[src/rtl/flash_sample_player.sv]
// Streams 32-bit flash words as pairs of 16-bit samples (low half first), one word read at a time.
// Optional build macro LOOP_PLAYBACK_EN: wrap to the start address at end of range instead of stopping.
module flash_sample_player #(
    parameter int ADDR_W   = 23,
    parameter int SAMPLE_W = 16,
    parameter int DATA_W   = 2 * SAMPLE_W
) (
    input  logic                clk,
    input  logic                reset,
    input  logic                play,
    input  logic                sample_tick,
    input  logic [ADDR_W-1:0]   start_addr,
    input  logic [ADDR_W-1:0]   end_addr,
    output logic                mem_start,
    output logic                mem_inread,
    output logic [ADDR_W-1:0]   mem_addr,
    input  logic                mem_done,
    input  logic [DATA_W-1:0]   mem_data,
    output logic [SAMPLE_W-1:0] sample_out,
    output logic                sample_valid,
    output logic                busy,
    output logic                finished
);

    typedef enum logic [2:0] {
        IDLE,
        REQ,
        WAIT_MEM,
        OUT_LO,
        OUT_HI,
        ADVANCE,
        STOP
    } state_t;

    state_t              state;
    logic [ADDR_W-1:0]   start_q;
    logic [ADDR_W-1:0]   end_q;
    logic [DATA_W-1:0]   word;

    assign mem_inread = 1'b1;
    assign busy       = (state != IDLE);

    // NOTE: every register here is assigned with <= so all reads in this block see the
    // pre-edge values; a blocking = would let later branches observe half-updated state.
    always_ff @(posedge clk or posedge reset) begin
        if (reset) begin
            state        <= IDLE;
            start_q      <= '0;
            end_q        <= '0;
            // NOTE: the word buffer is a single register, not a memory array, so it is
            // cheap to include in the reset and keeps sample_out deterministic.
            word         <= '0;
            mem_start    <= 1'b0;
            mem_addr     <= '0;
            sample_out   <= '0;
            sample_valid <= 1'b0;
            finished     <= 1'b0;
        end else begin
            mem_start    <= 1'b0;
            sample_valid <= 1'b0;
            finished     <= 1'b0;

            case (state)
                IDLE: begin
                    if (play) begin
                        if (end_addr >= start_addr) begin
                            start_q   <= start_addr;
                            end_q     <= end_addr;
                            mem_addr  <= start_addr;
                            mem_start <= 1'b1;
                            state     <= REQ;
                        end else begin
                            finished <= 1'b1;
                            state    <= STOP;
                        end
                    end
                end

                REQ: begin
                    if (!play) begin
                        finished <= 1'b1;
                        state    <= STOP;
                    end else begin
                        state <= WAIT_MEM;
                    end
                end

                // A stop request is honoured only after the outstanding read returns.
                WAIT_MEM: begin
                    if (mem_done) begin
                        word  <= mem_data;
                        state <= OUT_LO;
                    end
                end

                OUT_LO: begin
                    if (!play) begin
                        finished <= 1'b1;
                        state    <= STOP;
                    end else if (sample_tick) begin
                        sample_out   <= word[SAMPLE_W-1:0];
                        sample_valid <= 1'b1;
                        state        <= OUT_HI;
                    end
                end

                OUT_HI: begin
                    if (!play) begin
                        finished <= 1'b1;
                        state    <= STOP;
                    end else if (sample_tick) begin
                        sample_out   <= word[DATA_W-1:SAMPLE_W];
                        sample_valid <= 1'b1;
                        state        <= ADVANCE;
                    end
                end

                ADVANCE: begin
                    if (!play) begin
                        finished <= 1'b1;
                        state    <= STOP;
                    end else if (mem_addr == end_q) begin
`ifdef LOOP_PLAYBACK_EN
                        mem_addr  <= start_q;
                        mem_start <= 1'b1;
                        finished  <= 1'b1;
                        state     <= REQ;
`else
                        finished <= 1'b1;
                        state    <= STOP;
`endif
                    end else begin
                        mem_addr  <= mem_addr + ADDR_W'(1);
                        mem_start <= 1'b1;
                        state     <= REQ;
                    end
                end

                STOP:    state <= IDLE;
                default: state <= IDLE;
            endcase
        end
    end

endmodule

[config.mk]
export PLATFORM = sky130hd
export DESIGN_NAME = flash_sample_player
export DESIGN_NICKNAME = d
export VERILOG_FILES = /design/src/rtl/flash_sample_player.sv
export SDC_FILE = /design/constraint.sdc
export NUM_CORES = 1
export LEC_CHECK = 0
export CAP_MARGIN = 15
export CORE_AREA = 5 5 123 125
export CTS_BUF_LIST = sky130_fd_sc_hd__clkbuf_8 sky130_fd_sc_hd__clkbuf_16
export DETAILED_ROUTE_END_ITERATION = 8
export DIE_AREA = 0 0 128 130
export GPL_TIMING_DRIVEN = 1
export PLACE_DENSITY = 0.76
export SYNTH_ARGS = -nofsm -noshare
export SYNTH_HDL_FRONTEND = slang
export SYNTH_SLANG_ARGS = --single-unit
[constraint.sdc]
create_clock -name clk -period 10.4 [get_ports clk]
set_clock_uncertainty 0.05 [all_clocks]
set_input_delay 2.08 -clock clk [delete_from_list [all_inputs] [get_ports clk]]
set_output_delay 2.08 -clock clk [all_outputs]
set_load 0.02 [all_outputs]
* After elaboration in Yosys (flattened, before gate mapping)
Index checks and enable logic that the tools add are counted.
** Word-level totals
- Bits in registers :: 100
- Bits in latches :: 0
- Bits in read-only memories :: 0
- Input bits :: 83
- Memories kept :: 0
- Bits in writable memories :: 0
- Output and inout bits :: 44
** Cells by class
- Reductions and logical operators :: 11
- Divide/modulo/power cells :: 0
- Multiplexer cells :: 35
- Equal/unequal tests :: 17
- Multipliers :: 0
- Add/sub/neg operators :: 1
- Shifts and indexed selects :: 0
- Magnitude comparators :: 1
- Bitwise operators :: 0
** Operator list (number)
- $mux 23 :: 4
- $mux 16 :: 4
- $pmux 23 s2 :: 1
- $pmux 16 s2 :: 1
- $mux 3 :: 10
- $add 23x1->23 const B :: 1
- $eq 23x23->1 :: 1
- $ge 23x23->1 :: 1
- $ne 2x2->1 const B :: 9
- $pmux 3 s6 :: 1
- $mux 1 :: 12
- $reduce_and 5->1 :: 2
- $eq 3x2->1 const B :: 2
- $eq 3x3->1 const B :: 2
- $ne 3x3->1 const B :: 2
- $reduce_and 4->1 :: 1
- $reduce_bool 2->1 :: 2
- $eq 3x1->1 const B :: 1
- $logic_not 3->1 :: 1
- $pmux 1 s3 :: 1
- $reduce_and 3->1 :: 1
- $reduce_bool 3->1 :: 1
- $reduce_or 3->1 :: 1
- $pmux 1 s2 :: 1
- 2 further kinds :: 2

* Logic depth before layout (Yosys ltp)
- Word-level depth :: 4
- Gate-level depth with buffers :: 10
- Gate-level depth less buffers :: 8

* Least setup slack after synthesis
OpenSTA, ideal clock, no wires.
- Path type :: input to register
- Start point :: input start_addr[10]
- End point :: register end_q[3]
- Cell stages on the path :: 9
- Buffers on the path :: 1
- Arrival :: 3.996 ns
- Slack :: 6.230 ns
- Cells stage by stage :: inv_1 > ha_1 > a41oi_1 > o21ai_1 > a222oi_1 > a41oi_2 > nand2_2 > buf_4 > mux2_2
** On the way
- Longest elaborated chain between the ends :: 2
** Ends and longest elaborated chain
- from (decl) :: line 12 : input logic [ADDR_W-1:0] start_addr,
- $ge 23x23->1 :: line 66 : if (end_addr >= start_addr) begin
- $reduce_and 3->1 (no source line)
- to (signal assigned) :: line 68 : end_q <= end_addr;
- to (decl) :: line 37 : logic [ADDR_W-1:0] end_q;
No other way between the ends.
A chain may end at the register's enable or synchronous reset.

* Final worst setup path
- Start point :: input start_addr[20]
- End point :: register mem_addr[20]
** On the way
- Longest elaborated chain between the ends :: 3
** Ends and longest elaborated chain
- $ge 23x23->1 / $mux 23 (equally long branches) :: line 66
- $ne 2x2->1 (no source line) / $mux 23 (equally long branches)
- $reduce_and 5->1 (no source line) / $pmux 23 s2 (equally long branches)
- to (signal assigned) :: line 69 : mem_addr <= start_addr;
- to (signal assigned) :: line 133 : mem_addr <= mem_addr + ADDR_W'(1);
- to (decl) :: line 16 : output logic [ADDR_W-1:0] mem_addr,
Parallel ways exist; a longest one is shown, timed or not. The select of a mux whose other input is x is not followed.

==> metrics.cfg <==
[outcome]
outcome=finished clean

[run]
maxCapViolCount=0

[synth]
synth_top_flop_cell=dfrtp_1
syn_inst=539
synth_edf_count=0
synth_most_common_cell=dfrtp_1
yosysWarnings=0
netlist_area_mm2=0.00543
synthArstFlopShare=1.00
ys_seq_area_frac=0.461
synth_xor_xnor_area_share=0.0371
yosysTopAreaCell=dfrtp_1
synth.avg_cell_area_um2=10.1
ys_types=48
synth_top_family_by_area=compound AO/OA/AOI/OAI gates
synthSimpleGateAreaFrac=0.107
synth_seq_cells=100
synth.top_cell.area_share=0.461
synth_commonest_cells=100 x dfrtp_1, 57 x a21oi_1, 52 x mux2_2
synthMuxAreaShare=0.144
synth.area.top_cells=dfrtp_1 46%, mux2_2 11%, ha_1 5.5%
synth_fp_nets=646
synth_compound_gate_area_share=0.144
synthAdderAreaFrac=0.0553

[sta]
hold_viol_final=0
fmax_mhz=203
hold_slack_ps=457
tightest_slew_ps=992
finalCritPeriodShare=0.475
rsz0062_at_grt=no
slew_headroom=0.333
setup_violations=0
min_period_ps=4940
slew_viol_final=0
tns_ps=0

[worst_setup_path]
reg2reg_setup_slack_ps=7570
regToRegEndpoint=mem_addr[20]
crit_slowest_cell=and3_1
end_kind=flip-flop
crit_top_cell=nand4_1
crit_type=input pin to flip-flop
path_max_fanout=25
cp.required_ps=10550
reg2reg_from=mem_addr[3]
crit_path_start=start_addr[20]
cp-endpoint=mem_addr[20]
critical-path-top-delay-family=simple AND/OR/NAND/NOR gates
cp_cell_sequence=clkdlybuf4s50_1 -> inv_1 -> ha_1 -> nand4_1 -> nor4_1 -> o221ai_1 -> nand4_1 -> buf_4 -> and3_1 -> a21oi_1
worstSetupStartpointType=input pin
worst-path-buf-inv=3
reg2reg_depth=7
cp.arrival_ps=5080
cp_slowest_stage_delay_ps=690
cp_num_cells=10

[cells_and_area]
final-seq-area_mm2=0.00250
fillers=1245
multi_input_area_mm2=0.00267
drive_gt1_frac=0.127
antenna-diode-count=0
nets=762
area_growth_pct=32.1

[placed_design]
place_congestion=0.872
port_buffers=125
dpl.hpwl_um=11200

[route]
drt_iter0_drc=314
viasPerCell=5.54
vias=4650
first_pass_iters=6
ant_nets=0
wirelength_um=15200
route.detailed.drc=0
wire_per_inst_um=18.1

[floorplan]
start_util=0.394
die_w_um=128
die_h_um=130
row_count=43
fp.coreArea_mm2=0.0138
die-area_mm2=0.0166
io_pins=127

[clocking]
cts_buffers=9
cts_sinks=100
cts_root_buf=clkbuf_16
clk_pin_slew_ps=60
clock_latency_ps=360
clock_path_buffers=2
cts_tree=built
post-cts-setup-buffers=0
htree_levels=3
post_cts_resize_count=0
cts_hold_buf=0

[global_routing]
antenna_found_initial=0
grt-ovfl-total=0
grt_pass1_vias=4557
grt_max_degree=52
grt_pass1_wl_um=23700
grt_usage=0.182

[worst_hold_path]
hp-start=word[19]
hp-class=flip-flop to flip-flop

[power]
vdd_drop_max_v=0.000190
leakage_nw=2.98
cellPowerDensity_mw_per_mm2=285
totalPowerFinal_mw=2.04

==> metal layers <==
metal  track usage  vias up  share of wire
li1              -     2179              -
met1         0.224     2208           0.40
met2         0.289      235           0.47
met3        0.0729       28           0.11
met4        0.0680        0          0.026
met5             0        -              0
==> how the worst min path moves through the flow <==
stage                     depth (start not counted)  slack, ps       end
after floorplan                                   1        430   word[0]
final                                             1        460  word[19]
after CTS                                         1        460  word[19]
after global placement                            1        440   word[9]
after global routing                              1        470  word[13]
after detailed placement                          1        450   word[9]
==> report_power, final <==
group	internal [mW]	switching, mW
Sequential	0.584	0.189
Combinational	0.456	0.445
Clock	0.222	0.145
Total	1.26	0.779
==> cell usage in the layout, fill, tap and decap left out, types with 13 or more instances in the layout <==
cell type	instances
clkdlybuf4s50_1	125
dfrtp_1	100
a21oi_1	57
mux2_2	52
nand2_1	36
inv_1	34
o21ai_0	30
nor2_1	28
ha_1	24
a31oi_1	22
xnor2_1	20
nand4_1	17
mux2i_1	16
o22ai_1	13
==> logic make-up after synthesis <==
kind of cell | count (synthesis)
xor gates and xnor gates | 23
buffers and inverters | 63
adders and majority gates | 24
AOI/OAI and AO/OA | 137
DFF | 100
other | 1
and+or+nand+nor | 120
muxes | 71
==> per-stage QoR <==
stage	instances	util	setup slack (ps)	cell area, µm²
finish	839	0.521	5460	7170
global route	839	0.521	5310	7170
CTS	838	0.520	5480	7160
detailed placement	823	0.496	5090	6830
global placement	823	0.496	5260	6830
floorplan	539	-	5650	5430
==> flip-flops by register name (all words and copies together) (netlist names) <==
signal        cells
end_q            23
mem_start         1
sample_valid      1
sample_out       16
state             3
finished          1
mem_addr         23
word             32
==> layout make-up <==
cell class	count	area share
multi-input cells	376	0.372
flip-flops and latches	100	0.349
repair buffers	133	0.184
clock buffers	11	0.0352
well taps	180	0.0314
inverters	35	0.0187
clock inverters	4	0.0101
==> worst register-to-register path: cells and delay by family (launching register included) <==
family | cells | cell delay (ps)
and+or+nand+nor | 3 | 1330
AOI/OAI and AO/OA | 2 | 410
xor gates and xnor gates | 1 | 230
DFF | 1 | 460
buffers and inverters | 1 | 270
Note: power is estimated with default switching activity, not from simulation.
